[src/rtl/pipeline_stall_ctrl.sv]
// Pipeline hazard and data-memory wait controller.
// Drives stage write enables, bubble flushes and stall/flush counters.
module pipeline_stall_ctrl #(
    parameter int MAX_WAIT = 16,
    parameter int CNT_W    = 32
) (
    input  logic             clk,
    input  logic             rst_n,
    input  logic             load_use_hazard,
    input  logic             ex_branch_taken,
    input  logic             mem_req,
    input  logic             mem_ready,
    output logic             pc_write,
    output logic             if_id_write,
    output logic             id_ex_write,
    output logic             ex_mem_write,
    output logic             if_id_flush,
    output logic             id_ex_flush,
    output logic             mem_wb_flush,
    output logic             mem_timeout,
    output logic [CNT_W-1:0] stall_cycles,
    output logic [CNT_W-1:0] flush_count
);

    localparam int WAIT_W = (MAX_WAIT > 1) ? $clog2(MAX_WAIT) : 1;
    localparam logic [WAIT_W-1:0] WAIT_LAST = WAIT_W'(MAX_WAIT - 1);

    typedef enum logic [1:0] {
        RUN      = 2'd0,
        MEM_WAIT = 2'd1,
        ERROR    = 2'd2
    } state_t;

    state_t state;
    logic [WAIT_W-1:0] wait_cnt;
    logic freeze;
    logic redirect;
    logic bubble;

    always_comb begin
        freeze = 1'b0;
        case (state)
            RUN:      freeze = mem_req & ~mem_ready;
            MEM_WAIT: freeze = ~mem_ready;
            default:  freeze = 1'b1;
        endcase
    end

    // A frozen pipeline must not act on hazards it cannot yet resolve.
    assign redirect = ~freeze & ex_branch_taken;
    assign bubble   = ~freeze & ~ex_branch_taken & load_use_hazard;

    always_comb begin
        pc_write     = 1'b1;
        if_id_write  = 1'b1;
        id_ex_write  = 1'b1;
        ex_mem_write = 1'b1;
        if_id_flush  = 1'b0;
        id_ex_flush  = 1'b0;
        mem_wb_flush = 1'b0;
        if (!rst_n) begin
            pc_write     = 1'b0;
            if_id_write  = 1'b0;
            id_ex_write  = 1'b0;
            ex_mem_write = 1'b0;
            if_id_flush  = 1'b1;
            id_ex_flush  = 1'b1;
            mem_wb_flush = 1'b1;
        end else if (freeze) begin
            pc_write     = 1'b0;
            if_id_write  = 1'b0;
            id_ex_write  = 1'b0;
            ex_mem_write = 1'b0;
            mem_wb_flush = 1'b1;
        end else if (redirect) begin
            if_id_flush = 1'b1;
            id_ex_flush = 1'b1;
        end else if (bubble) begin
            pc_write    = 1'b0;
            if_id_write = 1'b0;
            id_ex_flush = 1'b1;
        end
    end

    always_ff @(posedge clk or negedge rst_n) begin
        if (!rst_n) begin
            state       <= RUN;
            wait_cnt    <= '0;
            mem_timeout <= 1'b0;
        end else begin
            case (state)
                RUN: begin
                    if (mem_req && !mem_ready) begin
                        state    <= MEM_WAIT;
                        wait_cnt <= '0;
                    end
                end
                MEM_WAIT: begin
                    if (mem_ready) begin
                        state <= RUN;
                    end else if (wait_cnt == WAIT_LAST) begin
                        state       <= ERROR;
                        mem_timeout <= 1'b1;
                    end else begin
                        wait_cnt <= wait_cnt + 1'b1;
                    end
                end
                default: begin
                    state       <= ERROR;
                    mem_timeout <= 1'b1;
                end
            endcase
        end
    end

    always_ff @(posedge clk or negedge rst_n) begin
        if (!rst_n) begin
            stall_cycles <= '0;
            flush_count  <= '0;
        end else begin
            if ((freeze || bubble) && stall_cycles != '1) begin
                stall_cycles <= stall_cycles + 1'b1;
            end
            if (redirect && flush_count != '1) begin
                flush_count <= flush_count + 1'b1;
            end
        end
    end

endmodule

[config.mk]
export PLATFORM = sky130hd
export DESIGN_NAME = pipeline_stall_ctrl
export DESIGN_NICKNAME = d
export VERILOG_FILES = /design/src/rtl/pipeline_stall_ctrl.sv
export SDC_FILE = /design/constraint.sdc
export NUM_CORES = 1
export LEC_CHECK = 0
export ABC_AREA = 1
export ABC_CLOCK_PERIOD_IN_PS = 3450
export CAP_MARGIN = 20
export CORE_MARGIN = 5
export CORE_UTILIZATION = 50
export CTS_CLUSTER_SIZE = 12
export DETAILED_ROUTE_END_ITERATION = 8
export PLACE_DENSITY = 0.76
export RECOVER_POWER = 25
export SLEW_MARGIN = 10
export SYNTH_ARGS = -nofsm -noshare
export SYNTH_HDL_FRONTEND = slang
export SYNTH_SLANG_ARGS = --single-unit
export TNS_END_PERCENT = 5
[constraint.sdc]
create_clock -name clk -period 3.45 [get_ports clk]
set_input_delay 0.69 -clock clk [delete_from_list [all_inputs] [get_ports clk]]
set_output_delay 0.69 -clock clk [all_outputs]
set_load 0.02 [all_outputs]
==> reports/summary.txt <==
LAYOUT
---------------------------------------------------------------------------------
Final net count ....................................................          833
Number of fill cells in the layout .................................          867
Synthesis-to-layout area growth ....................................        21.7%
Number of diodes ...................................................            0
Combined area of the multi-input logic cells .......................   2590 sq um
Register Area ......................................................   1780 sq um
Fraction of layout instances using a drive strength above 1 ........       0.0434

PLACED DESIGN
---------------------------------------------------------------------------------
Placed wire-length estimate ........................................ 9200 microns
Routability congestion estimate from global placement ..............        0.958
Number of input and output port buffers inserted ...................           77

TIMING
---------------------------------------------------------------------------------
Unrepaired setup endpoints after global routing ....................        false
Total count of max-transition violations in the final report .......           72
Setup total negative slack .........................................         0 ns
Final critical-path share of the clock period ......................        0.882
Relative slew slack ................................................       -0.178
Final hold vios ....................................................            0
Worst Max-Slew Pin Slew ............................................      1.77 ns
Worst setup skew after layout ......................................    0.0195 ns
Clock period minus worst slack .....................................      3.04 ns
Final setup vio count ..............................................            0
Maximum clock frequency ............................................      329 MHz

WORST SETUP PATH
---------------------------------------------------------------------------------
Required arrival time at the worst endpoint ........................      2.76 ns
Worst Path Class, Setup ............................................ primary input to primary output
Setup crit end kind ................................................ primary output
Critical path peak fanout ..........................................            3
Register-to-Register Path Depth ....................................           10
Worst path arrival time ............................................      2.35 ns
Crit start category ................................................ primary input

CLOCK NETWORK
---------------------------------------------------------------------------------
Longest Clk Path Bufs ..............................................            2
Register clock-pin slew on the reported worst setup and hold paths .      0.07 ns
Number of sinks handled by clock tree synthesis ....................           71
CTS Buf Count ......................................................            9
CTS HTree Levels ...................................................            3
Worst skew pair latency ............................................      0.34 ns
Postcts setup bufs .................................................            0
Number of instances resized during post-cts repair .................            0
Clock tree from TritonCTS ..........................................        built
Root Buffer Master ................................................. sky130_fd_sc_hd__clkbuf_8
Number of buffers inserted by hold repair at cts ...................            0

PWR
---------------------------------------------------------------------------------
Worst VDD drop .....................................................     0.195 mV
Final Total Pwr ....................................................      1.53 mW
Pleak ..............................................................      2.69 nW
Total power per unit cell area .....................................  265 nW/um^2

SYNTH
---------------------------------------------------------------------------------
Simple logic cell fraction of the synthesized area .................        0.468
Ys Warns ...........................................................            0
Sequential area share after synthesis ..............................        0.373
Top area cells in the synthesized netlist .......................... sky130_fd_sc_hd__dfrtp_1 37%, sky130_fd_sc_hd__nand2_1 29%, sky130_fd_sc_hd__nor2_1 8.4%, sky130_fd_sc_hd__inv_1 5.4%, sky130_fd_sc_hd__nand3_1 3.8%
Share of flip-flops with an asynchronous set or reset ..............         1.00
Fraction of synthesized cell area in xor and xnor cells ............       0.0516
Fraction of post-synthesis cell area in the top cell type by area ..        0.373
Adder-Cell Fraction of Synth Area ..................................      0.00789
Combined area of all synthesized cells .............................   4760 sq um
Syn Area/Cell ......................................................   6.39 sq um
Most frequently used cell type in the post-synthesis netlist ....... sky130_fd_sc_hd__nand2_1
Number of flops mapped to enable cells by yosys ....................            0
Count of cell types in the netlist .................................           28
Post-synthesis register bit count ..................................           71
Share of the synthesized area in compound gates (AO/OA/AOI/OAI) ....       0.0176
Dominant cell type by area after synthesis ......................... sky130_fd_sc_hd__dfrtp_1
Most used flip-flop cell after synthesis ........................... sky130_fd_sc_hd__dfrtp_1
Syn Inst Count .....................................................          745
Multiplexer share of the synthesized area ..........................            0
Main combinational cell family by area after synthesis ............. simple AND/OR/NAND/NOR gates
Top cells by count, synth .......................................... 366 x sky130_fd_sc_hd__nand2_1, 106 x sky130_fd_sc_hd__nor2_1, 71 x sky130_fd_sc_hd__dfrtp_1
Total nets after synthesis .........................................          754

GLOBAL ROUTE
---------------------------------------------------------------------------------
Via count of the first global-routing pass .........................         4526
Maximum number of pins on one net before global-route repair .......           72
Leftover overflow at the end of global routing .....................            0
Wire length of the first global-routing pass ....................... 20900 microns
Initial antenna violation count ....................................            0
Overall track demand over capacity in global routing ...............        0.223

FLOORPLANNING
---------------------------------------------------------------------------------
Die height .........................................................  108 microns
Area of the core ...................................................   9240 sq um
Boundary pin count .................................................           78
Die area ...........................................................  11600 sq um
Initial core utilization ...........................................        0.515
Std cell rows ......................................................           35
Horiz. Die Dim .....................................................  108 microns

DETAILED ROUTING
---------------------------------------------------------------------------------
Number of iterations in the first detailed-routing pass ............            5
Drt wl/cell ........................................................ 12.8 microns
Total number of vias ...............................................         4727
DR iter-0 viols ....................................................          354
Final WL ........................................................... 12300 microns
Residual antenna-violating net count after detailed routing ........            0
Via-to-Cell Ratio ..................................................         4.93
Remaining routing DRC violations ...................................            0

OUTCOME
---------------------------------------------------------------------------------
Failing checks ..................................................... capacitance limit, slew limit
Status ............................................................. finished, violations left

HOLD PATH
---------------------------------------------------------------------------------
Number of instances on the worst hold path .........................            1
Tightest Hold Check Type ........................................... flop to flop

RUN
---------------------------------------------------------------------------------
Max Cap Viol .......................................................            1

worst paths after layout:
check	start	end	slack, ns
worst max-delay path	mem_ready	id_ex_flush	0.41
worst min-delay path	mem_timeout	mem_timeout	0.48
worst max register to register	stall_cycles[0]	stall_cycles[6]	1.37
worst min register to register	mem_timeout	mem_timeout	0.48
max in group asynchronous	rst_n	flush_count[10]	1.35
min in group asynchronous	rst_n	state[1]	1.04
kinds of logic after synthesis:
logic type | after synthesis
XOR/XNOR | 28
buffers and inverters | 85
AO/OA/AOI/OAI | 15
adder cells (fa/ha/maj) | 3
AND/OR/NAND/NOR | 543
flip-flops | 71
cell type report:
cell class              instances  area share
multi-input cells             589       0.448
well taps                     129      0.0279
clock buffers                  12      0.0251
repair buffers                 81       0.137
flip-flops and latches         71       0.307
clock inverters                 4     0.00778
inverters                      72      0.0471
critical path, stage by stage:
cell                              delay [ns]
sky130_fd_sc_hd__clkdlybuf4s50_1        0.46
sky130_fd_sc_hd__inv_1                  0.06
sky130_fd_sc_hd__nand2_1                0.09
sky130_fd_sc_hd__nand3_1                0.17
sky130_fd_sc_hd__nor2_4                 0.12
sky130_fd_sc_hd__inv_1                  0.06
sky130_fd_sc_hd__o211ai_1               0.08
sky130_fd_sc_hd__clkdlybuf4s50_1        0.63
metal layers:
metal	share of wire	global-route usage	up-vias
met3	0.061	0.0366	17
met4	0.015	0.0757	0
met2	0.46	0.353	144
met1	0.47	0.309	2140
met5	0	0	-
li1	-	-	2426
state kept, by name, summed over array words and instances (netlist names):
signal,cells
flush_count,32
stall_cycles,32
state,2
wait_cnt,4
mem_timeout,1
stage by stage:
stage | instances | hold slack (ns) | utilization | worst slack [ns] | area (sq um)
2_1_floorplan | 745 | 0.394 | - | 1.06 | 4760
3_3_place_gp | 942 | 0.455 | 0.607 | 0.440 | 5600
3_5_place_dp | 942 | 0.461 | 0.607 | 0.395 | 5600
4_1_cts | 958 | 0.484 | 0.627 | 0.387 | 5790
5_1_grt | 958 | 0.534 | 0.626 | 0.279 | 5790
6_report | 958 | 0.481 | 0.626 | 0.408 | 5790
power breakdown:
| part | internal (mW) | switching, mW | total [mW] |
|---|---|---|---|
| sequential | 0.833 | 0.00105 | 0.834 |
| clock | 0.351 | 0.318 | 0.669 |
| combinational | 0.00869 | 0.0229 | 0.0316 |
cell usage in the layout (no fill, tap or decap):
cell | synthesis | routed
sky130_fd_sc_hd__ha_1 | 3 | 3
sky130_fd_sc_hd__buf_4 | 7 | 3
sky130_fd_sc_hd__clkinv_2 | 0 | 3
sky130_fd_sc_hd__clkbuf_1 | 1 | 3
sky130_fd_sc_hd__inv_1 | 69 | 70
sky130_fd_sc_hd__a22o_1 | 1 | 1
sky130_fd_sc_hd__bufinv_16 | 0 | 1
sky130_fd_sc_hd__nor2_4 | 4 | 4
sky130_fd_sc_hd__xnor2_1 | 12 | 12
sky130_fd_sc_hd__nand4_1 | 14 | 14
sky130_fd_sc_hd__nand3b_1 | 4 | 4
sky130_fd_sc_hd__nand2_4 | 4 | 4
sky130_fd_sc_hd__nand2_1 | 366 | 366
sky130_fd_sc_hd__clkbuf_2 | 0 | 1
sky130_fd_sc_hd__o31ai_1 | 1 | 1
sky130_fd_sc_hd__inv_2 | 2 | 1
sky130_fd_sc_hd__o21ai_1 | 6 | 6
sky130_fd_sc_hd__nor2_2 | 2 | 2
sky130_fd_sc_hd__nor2_8 | 1 | 1
sky130_fd_sc_hd__nor3_1 | 1 | 1
sky130_fd_sc_hd__inv_4 | 1 | 1
sky130_fd_sc_hd__o211ai_1 | 1 | 1
sky130_fd_sc_hd__or2_2 | 2 | 2
sky130_fd_sc_hd__nand2_2 | 3 | 3
sky130_fd_sc_hd__nor2_1 | 106 | 106
sky130_fd_sc_hd__nand3_1 | 36 | 36
sky130_fd_sc_hd__a21oi_1 | 2 | 2
sky130_fd_sc_hd__o21ai_0 | 4 | 4
sky130_fd_sc_hd__dfrtp_1 | 71 | 71
sky130_fd_sc_hd__clkbuf_8 | 0 | 10
sky130_fd_sc_hd__clkdlybuf4s50_1 | 0 | 76
sky130_fd_sc_hd__xor2_1 | 16 | 16
No activity file was read; power rests on OpenSTA's default activity.
